`src/rtl/ic_req_fifo_if.sv`:
```
// rtl/ic_req_fifo_if.sv - flit request queue handshake bundle
interface ic_req_fifo_if #(
    parameter int FLIT_W = 16,
    parameter int CNT_W  = 5
);
    logic [FLIT_W-1:0] flit_in;
    logic [1:0]        ctrl_in;
    logic              v_flit_in;
    logic              req_fifo_rdy;
    logic              en_pop;
    logic [FLIT_W-1:0] flit_out;
    logic [1:0]        ctrl_out;
    logic              v_flit_out;
    logic [CNT_W-1:0]  fifo_cnt;
    logic              ovf_err;

    modport master (
        output flit_in, ctrl_in, v_flit_in, en_pop,
        input  req_fifo_rdy, flit_out, ctrl_out, v_flit_out, fifo_cnt, ovf_err
    );

    modport slave (
        input  flit_in, ctrl_in, v_flit_in, en_pop,
        output req_fifo_rdy, flit_out, ctrl_out, v_flit_out, fifo_cnt, ovf_err
    );
endinterface

```
`src/rtl/ic_req_fifo.sv`:
```
// rtl/ic_req_fifo.sv - packet-aware flit FIFO, presents flits only once their tail is stored
module ic_req_fifo #(
    parameter int DEPTH  = 16,
    parameter int FLIT_W = 16
) (
    input  logic          clk,
    input  logic          rst,
    ic_req_fifo_if.slave  fifo_if
);
    localparam int AW = $clog2(DEPTH);
    localparam int CW = AW + 1;

    logic [FLIT_W+1:0] mem_q [DEPTH];
    logic [AW-1:0]     wr_ptr_q, wr_ptr_d;
    logic [AW-1:0]     rd_ptr_q, rd_ptr_d;
    logic [CW-1:0]     cnt_q, cnt_d;
    logic [CW-1:0]     pkt_q, pkt_d;
    logic              ovf_q, ovf_d;

    logic              rdy;
    logic              not_empty;
    logic              v_out;
    logic              push;
    logic              pop;
    logic              push_tail;
    logic              pop_tail;
    logic [FLIT_W+1:0] head;

    assign rdy       = (cnt_q != CW'(DEPTH));
    assign not_empty = (cnt_q != '0);
    assign v_out     = not_empty && (pkt_q != '0);
    assign head      = mem_q[rd_ptr_q];

    assign push      = fifo_if.v_flit_in && rdy && (fifo_if.ctrl_in != 2'b00);
    assign pop       = fifo_if.en_pop && v_out;
    assign push_tail = push && (fifo_if.ctrl_in == 2'b11);
    assign pop_tail  = pop && (head[FLIT_W+1:FLIT_W] == 2'b11);

    always_comb begin
        wr_ptr_d = wr_ptr_q + AW'(push);
        rd_ptr_d = rd_ptr_q + AW'(pop);

        cnt_d = cnt_q;
        if (push && !pop) begin
            cnt_d = cnt_q + CW'(1);
        end else if (!push && pop) begin
            cnt_d = cnt_q - CW'(1);
        end

        pkt_d = pkt_q;
        if (push_tail && !pop_tail) begin
            pkt_d = pkt_q + CW'(1);
        end else if (!push_tail && pop_tail) begin
            pkt_d = pkt_q - CW'(1);
        end

        // Rejected pushes (full or invalid type) latch the error until reset.
        ovf_d = ovf_q | (fifo_if.v_flit_in && (!rdy || (fifo_if.ctrl_in == 2'b00)));
    end

    always_ff @(posedge clk or posedge rst) begin
        if (rst) begin
            wr_ptr_q <= '0;
            rd_ptr_q <= '0;
            cnt_q    <= '0;
            pkt_q    <= '0;
            ovf_q    <= 1'b0;
        end else begin
            wr_ptr_q <= wr_ptr_d;
            rd_ptr_q <= rd_ptr_d;
            cnt_q    <= cnt_d;
            pkt_q    <= pkt_d;
            ovf_q    <= ovf_d;
        end
    end

    // Storage is not reset; occupancy gating below keeps stale entries invisible.
    always_ff @(posedge clk) begin
        if (push) begin
            mem_q[wr_ptr_q] <= {fifo_if.ctrl_in, fifo_if.flit_in};
        end
    end

    assign fifo_if.req_fifo_rdy = rdy;
    assign fifo_if.v_flit_out   = v_out;
    assign fifo_if.fifo_cnt     = cnt_q;
    assign fifo_if.ovf_err      = ovf_q;
    assign fifo_if.flit_out     = not_empty ? head[FLIT_W-1:0] : '0;
    assign fifo_if.ctrl_out     = not_empty ? head[FLIT_W+1:FLIT_W] : 2'b00;
endmodule

```
`src/flat_wrapper.sv`:
```
// flat-port wrapper written by rule: the top's interface ports become plain ports
module ic_req_fifo_flat 
#(
    parameter int DEPTH  = 16,
    parameter int FLIT_W = 16
)
  (clk, rst, fifo_if_flit_in, fifo_if_ctrl_in, fifo_if_v_flit_in, fifo_if_en_pop, fifo_if_req_fifo_rdy, fifo_if_flit_out, fifo_if_ctrl_out, fifo_if_v_flit_out, fifo_if_fifo_cnt, fifo_if_ovf_err);
  ic_req_fifo_if #(.FLIT_W(FLIT_W), .CNT_W(5)) fifo_if_i ();
  input  logic clk;
  input  logic rst;
  input wire logic [$bits(fifo_if_i.flit_in)-1:0] fifo_if_flit_in;
  input wire logic [$bits(fifo_if_i.ctrl_in)-1:0] fifo_if_ctrl_in;
  input wire logic [$bits(fifo_if_i.v_flit_in)-1:0] fifo_if_v_flit_in;
  input wire logic [$bits(fifo_if_i.en_pop)-1:0] fifo_if_en_pop;
  output wire logic [$bits(fifo_if_i.req_fifo_rdy)-1:0] fifo_if_req_fifo_rdy;
  output wire logic [$bits(fifo_if_i.flit_out)-1:0] fifo_if_flit_out;
  output wire logic [$bits(fifo_if_i.ctrl_out)-1:0] fifo_if_ctrl_out;
  output wire logic [$bits(fifo_if_i.v_flit_out)-1:0] fifo_if_v_flit_out;
  output wire logic [$bits(fifo_if_i.fifo_cnt)-1:0] fifo_if_fifo_cnt;
  output wire logic [$bits(fifo_if_i.ovf_err)-1:0] fifo_if_ovf_err;
  assign fifo_if_i.flit_in = fifo_if_flit_in;
  assign fifo_if_i.ctrl_in = fifo_if_ctrl_in;
  assign fifo_if_i.v_flit_in = fifo_if_v_flit_in;
  assign fifo_if_i.en_pop = fifo_if_en_pop;
  assign fifo_if_req_fifo_rdy = fifo_if_i.req_fifo_rdy;
  assign fifo_if_flit_out = fifo_if_i.flit_out;
  assign fifo_if_ctrl_out = fifo_if_i.ctrl_out;
  assign fifo_if_v_flit_out = fifo_if_i.v_flit_out;
  assign fifo_if_fifo_cnt = fifo_if_i.fifo_cnt;
  assign fifo_if_ovf_err = fifo_if_i.ovf_err;
  ic_req_fifo #(.DEPTH(DEPTH), .FLIT_W(FLIT_W)) u_core (.clk(clk), .rst(rst), .fifo_if(fifo_if_i));
endmodule
```
`config.mk`:
```
export PLATFORM = sky130hd
export DESIGN_NAME = ic_req_fifo_flat
export DESIGN_NICKNAME = d
export VERILOG_FILES = /design/src/rtl/ic_req_fifo_if.sv /design/src/rtl/ic_req_fifo.sv /design/src/flat_wrapper.sv
export SDC_FILE = /design/constraint.sdc
export NUM_CORES = 1
export LEC_CHECK = 0
export BUFFER_PORTS_ARGS = -buffer_cell sky130_fd_sc_hd__buf_2
export CAP_MARGIN = 20
export CORE_MARGIN = 2
export CORE_UTILIZATION = 66
export CTS_BUF_LIST = sky130_fd_sc_hd__clkbuf_2
export DETAILED_ROUTE_END_ITERATION = 10
export PLACE_DENSITY = 0.83
export SYNTH_ARGS = -nofsm -noshare
export SYNTH_HDL_FRONTEND = slang
export SYNTH_SLANG_ARGS = --single-unit
```
`constraint.sdc`:
```
create_clock -name clk -period 9.6 [get_ports clk]
set_clock_uncertainty 0.2 [all_clocks]
set_input_delay 0.96 -clock clk [delete_from_list [all_inputs] [get_ports clk]]
set_output_delay 0.96 -clock clk [all_outputs]
set_load 0.01 [all_outputs]
```
Word-level counts from Yosys, hierarchy flattened

Memories as Yosys holds them, arrays and structs flattened.
Index checks and enable logic that the tools add are counted.

Register bits after elaboration: 19
Bits in latches: 0
Memory bits (writable): 288
Memory bits (read-only): 0
Bits of input ports: 22
Output and inout bits: 26
Word-level logic and storage cells: 47
Memories: 1

Add/subtract/negate cells: 6
Multipliers: 0
Divide/modulo/power cells: 0
$lt $le $gt $ge: 0
Eq/ne operators: 3
Shift operators: 0
Muxes and demuxes: 8
Bitwise operators: 1
Reductions and logical operators: 23

Memory list:

| memory       | depth | bits a word | read ports | clocked after Yosys merged registers in | write ports | RTL line          | text |
|---|---|---|---|---|---|---|---|
| u_core.mem_q | 16    | 18          | 1          | 0                                       | 1           | ic_req_fifo.sv:13 | `logic [FLIT_W+1:0] mem_q [DEPTH];` |

Operator list:

| operator                                         | count |
|---|---|
| two-way mux 5 bit                                | 4 |
| two-way mux 16 bit                               | 1 |
| logical AND 1 bit                                | 11 |
| adder 5 x 1 -> 5 bit, second input constant      | 2 |
| nonzero test 5 bit                               | 2 |
| subtractor 5 x 1 -> 5 bit, second input constant | 2 |
| adder 4 x 1 -> 4 bit                             | 2 |
| nonzero test 2 bit                               | 3 |
| zero test 1 bit                                  | 5 |
| inequality test 5 bit, second input constant     | 1 |
| equality test 2 bit, second input constant       | 2 |
| zero test 2 bit                                  | 1 |
| two-way mux 1 bit                                | 2 |
| two-way mux 2 bit                                | 1 |
| logical OR 1 bit                                 | 1 |
| bitwise OR 1 bit                                 | 1 |

Logic depth before layout (Yosys ltp)

Word-level depth: 8
Depth in mapped cells: 13
Mapped depth without buffers: 11

Worst setup path before layout

OpenSTA, ideal clock, no wires.

Path kind: input port to flip-flop
Start point: input fifo_if_ctrl_in[1]
End point: memory u_core.mem_q[0][0] (netlist bit) (enable)
Data arrival time: 3.020 ns
Required time: 8.984 ns
Setup slack: 5.964 ns
Stages on the path: 4
Buffers on the path: 0
Cells stage by stage: nor2_1 a211oi_4 or3b_1 nor3_1

Cells in the longest elaborated chain, start to end: 4

Ends and longest elaborated chain:

| what                                    | RTL line           | text |
|---|---|---|
| from (decl)                             | flat_wrapper.sv:12 | `input wire logic [$bits(fifo_if_i.ctrl_in)-1:0] fifo_if_ctrl_in;` |
| nonzero test 2 bit                      | ic_req_fifo.sv:34  | `assign push = fifo_if.v_flit_in && rdy && (fifo_if.ctrl_in != 2'b00);` |
| logical AND 1 bit                       | ic_req_fifo.sv:34  |  |
| two-way mux 1 bit                       | ic_req_fifo.sv:79  | `if (push) begin` |
| two-way mux 1 bit (not written as such) | ic_req_fifo.sv:80  | `mem_q[wr_ptr_q] <= {fifo_if.ctrl_in, fifo_if.flit_in};` |
| to (decl)                               | ic_req_fifo.sv:13  |  |

Every way passes these cells.

Worst setup path in the final report

Start point: register u_core.rd_ptr_q[0]
End point: output fifo_if_flit_out[15]

Cells in the longest elaborated chain, start to end: 2

Ends and longest elaborated chain:

| what                      | RTL line           | text |
|---|---|---|
| from (decl)               | ic_req_fifo.sv:15  | `logic [AW-1:0] rd_ptr_q, rd_ptr_d;` |
| from (signal assigned)    | ic_req_fifo.sv:70  | `rd_ptr_q <= rd_ptr_d;` |
| memory read (16 x 18 bit) | -                  |  |
| two-way mux 16 bit        | ic_req_fifo.sv:88  | `assign fifo_if.flit_out = not_empty ? head[FLIT_W-1:0] : '0;` |
| to (decl)                 | flat_wrapper.sv:16 | `output wire logic [$bits(fifo_if_i.flit_out)-1:0] fifo_if_flit_out;` |

Every way passes these cells.

==> results_dict.tcl <==
set metrics [dict create \
    clkTransAtPathRegs_ns 0.10 \
    grt_max_degree 70 \
    netSwitchingFraction 0.3232 \
    tritoncts "done" \
    syn-num-nets 597 \
    io_buffers 47 \
    cts_hold_buf 0 \
    clk_path_buf_depth 3 \
    grtUsageTotal 0.2484 \
    ys_types 40 \
    pwr_density_cell_mw_per_mm2 277.2 \
    fp-row-count 49 \
    place_ws_ns 5.603 \
    critPathMaxStageDelay_ns 0.75 \
    slowest_stage "buf_4" \
    num_io_pins 48 \
    synthSimpleGateAreaFrac 0.02001 \
    synth_compound_area_frac 0.01757 \
    synth.area.top_cells "edfxtp_1, mux4_2, mux4_1" \
    die-area_mm2 0.01977 \
    gp_congestion 0.7694 \
    setup.worst_path.class "flop to primary output" \
    synth_xor_area_frac 0.008532 \
    drive_gt1_frac 0.3559 \
    fin_ws_ns 4.862 \
    post-route-cell-area_mm2 0.01342 \
    p_int_mw 2.517 \
    cts_resized 0 \
    synth_top_family_by_area "multiplexers" \
    synth_top_area_share 0.7021 \
    clock.fmax_mhz 211.1 \
    clkPwrFrac 0.226 \
    drt_iter0_markers 611 \
    dr.pass1.iters 5 \
    cts_root_buf "clkbuf_2" \
    start_util 0.6788 \
    reg2reg_from "u_core.rd_ptr_q[3]$_DFF_PP0_" \
    p_sw_mw 1.202 \
    drtAntennaViolNets 0 \
    wl_per_cell_um 24.88 \
    synthMuxAreaShare 0.1724 \
    reg2regPathDepth 12 \
    fin_crit_ns 4.738 \
    r2r_end "u_core.pkt_q[4]$_DFFE_PP0P_" \
    final_util 0.7392 \
    setup.worst_path.start_class "flop" \
    dp_hpwl_um 12930 \
    ys_seq_area_frac 0.7407 \
    hold_violations 0 \
    worst-endpoint-required_ns 8.44 \
    netlist_area_mm2 0.01232 \
    syn_inst 561 \
    core_mm2 0.01815 \
    critPathArrivalTime_ns 3.58 \
    overflow 0 \
    end_kind "primary output" \
    path_buf_inv 2 \
    postCtsSetupRepairBufs 0 \
    status "completed" \
    chipHeight_um 140.6 \
    vias 6052 \
    timing.setup.tns_ns 0 \
    worst_slew_pin_slew_ns 1.031 \
    ys_warn_count 0 \
    critPathTopFamily "buffers and inverters" \
    fin_hold_ws_ns 0.06831 \
    synth_adder_area_share 0.01544 \
    hold_path.class "input port to asynchronous set/reset pin" \
    wirelength_um 23760 \
    drc 0 \
    drv_cap 0 \
    routed_via_density 6.337 \
    syn_to_final_growth_pct 8.908 \
    avgSynthCellArea_um2 21.96 \
    htreeDepth 3 \
    period_share 0.4935 \
    antenna_found_initial 1 \
    worstSkewPairLatency_ns 0.81 \
    reg2reg_slack_ns 5.63 \
    grt_pass1_wl_um 35990 \
    seqPwrFrac 0.465 \
    cts_buffers 75 \
    ys_ff_latch 307 \
    fin_nets 712 \
    setup-violations-final 0 \
    placed_cell_area_mm2 0.01275 \
    ir_drop_mv 0.2006 \
    grt_pass1_vias 6396 \
    crit_fanout 47 \
    p_leak_nw 4.719 \
    maxSlewViolCount 0 \
    yosys.area.top_type "edfxtp_1" \
    cp_cell_sequence "buf_4 -> mux4_1 -> a211oi_1 -> or3_1 -> a21oi_1 -> buf_2" \
    rsz0062_at_grt "false" \
    cts.sinks 307 \
    p_comb_frac 0.309 \
    slew_headroom 0.3129 \
    fp.dieW_um 140.6 \
]
layout by cell type, fill, tap and decap left out, types with 3 or more instances in the layout:
master,n
nor2_1,8
nor2_2,12
mux4_2,49
nand2b_1,3
xor2_1,4
a21oi_1,6
clkbuf_2,110
buf_4,19
ha_1,12
a21o_1,4
inv_2,3
nor3_2,4
clkinv_1,10
edfxtp_1,288
o21ai_0,4
mux2_2,4
buf_2,47
mux2i_1,37
mux4_1,23
o22ai_1,15
xnor2_1,8
nand3_1,3
dfrtp_1,16
inv_1,6
nand2_1,7
flip-flops by register name, indices dropped and copies added, names as in the netlist:
signal                   count
u_core.mem_q               288
u_core.fifo_if.fifo_cnt      5
u_core.wr_ptr_q              4
u_core.rd_ptr_q              4
u_core.fifo_if.ovf_err       1
u_core.pkt_q                 5
cell usage after synthesis (all sizes together):
library cell,number
a21o,4
inv,6
nand2,7
mux2i,37
nand3,3
o21bai,1
o22ai,15
ha,12
edfxtp,288
nor3b,1
fa,2
buf,22
or2,1
nor2,20
o21ai,4
a211oi,2
or3b,1
mux4,72
nor3,5
xnor2,8
dfrtp,19
or3,2
nand2b,3
mux2,4
a22oi,1
and2,1
clkbuf,6
nand3b,2
xor2,4
a21oi,6
nor4,1
and3,1
kinds of logic (layout without fill, tap and decap cells):
group,after synthesis,after routing
AND/OR/NAND/NOR,48,48
adder cells (fa/ha/maj),14,14
flip-flops,307,307
XOR/XNOR,12,12
buffers and inverters,34,198
AO/OA/AOI/OAI,33,33
other,0,1
multiplexers,113,113
cell type report:
class / count / area (um^2)
Inverter: 6 / 22.52
Clock buffer: 110 / 550.5
Tap cell: 229 / 286.5
Clock inverter: 16 / 113.9
Antenna cell: 1 / 2.502
Timing Repair Buffer: 66 / 377.9
Fill cell: 1046 / 4732
Sequential cell: 307 / 9130
Multi-Input combinational cell: 220 / 2932
power groups by stage:
stage          Combinational, mW  Clock, mW  Sequential (mW)
6_report                    1.15      0.839             1.73
5_1_grt                     1.24      0.921             1.75
4_1_cts                     1.17      0.861             1.73
3_5_place_dp                1.16          0             1.76
3_3_place_gp                1.13          0             1.74
2_1_floorplan              0.973          0             1.69
worst max path at each step:
stage,startpoint,endpoint,slack (ns),depth (start not counted)
floorplan,fifo_if_ctrl_in[1],u_core.mem_q[0][0]$_DFFE_PP_,5.96,4
global placement,u_core.rd_ptr_q[0]$_DFF_PP0_,fifo_if_flit_out[15],5.64,6
detailed placement,u_core.rd_ptr_q[0]$_DFF_PP0_,u_core.pkt_q[4]$_DFFE_PP0P_,5.60,10
CTS,u_core.rd_ptr_q[0]$_DFF_PP0_,fifo_if_flit_out[15],4.72,6
global route,u_core.rd_ptr_q[0]$_DFF_PP0_,fifo_if_flit_out[15],4.54,6
finish,u_core.rd_ptr_q[0]$_DFF_PP0_,fifo_if_flit_out[15],4.86,6
metal layers:
| layer | up-vias | routed length, um | part of all wire | global-route usage |
|---|---|---|---|---|
| met3 | 50 | 1511 | 0.064 | 0.05333 |
| met2 | 229 | 11740 | 0.49 | 0.3961 |
| met1 | 3171 | 9915 | 0.42 | 0.3446 |
| met5 | - | 0 | 0 | 0 |
| li1 | 2602 | - | - | - |
| met4 | 0 | 587 | 0.025 | 0.1021 |
through the flow:
step	instances	power, mW
final	955	3.719
after CTS	954	3.756
after floorplan	561	2.658
after global routing	955	3.908
after global placement	828	2.873
after detailed placement	828	2.920
Power figures use the tool's default switching activity.
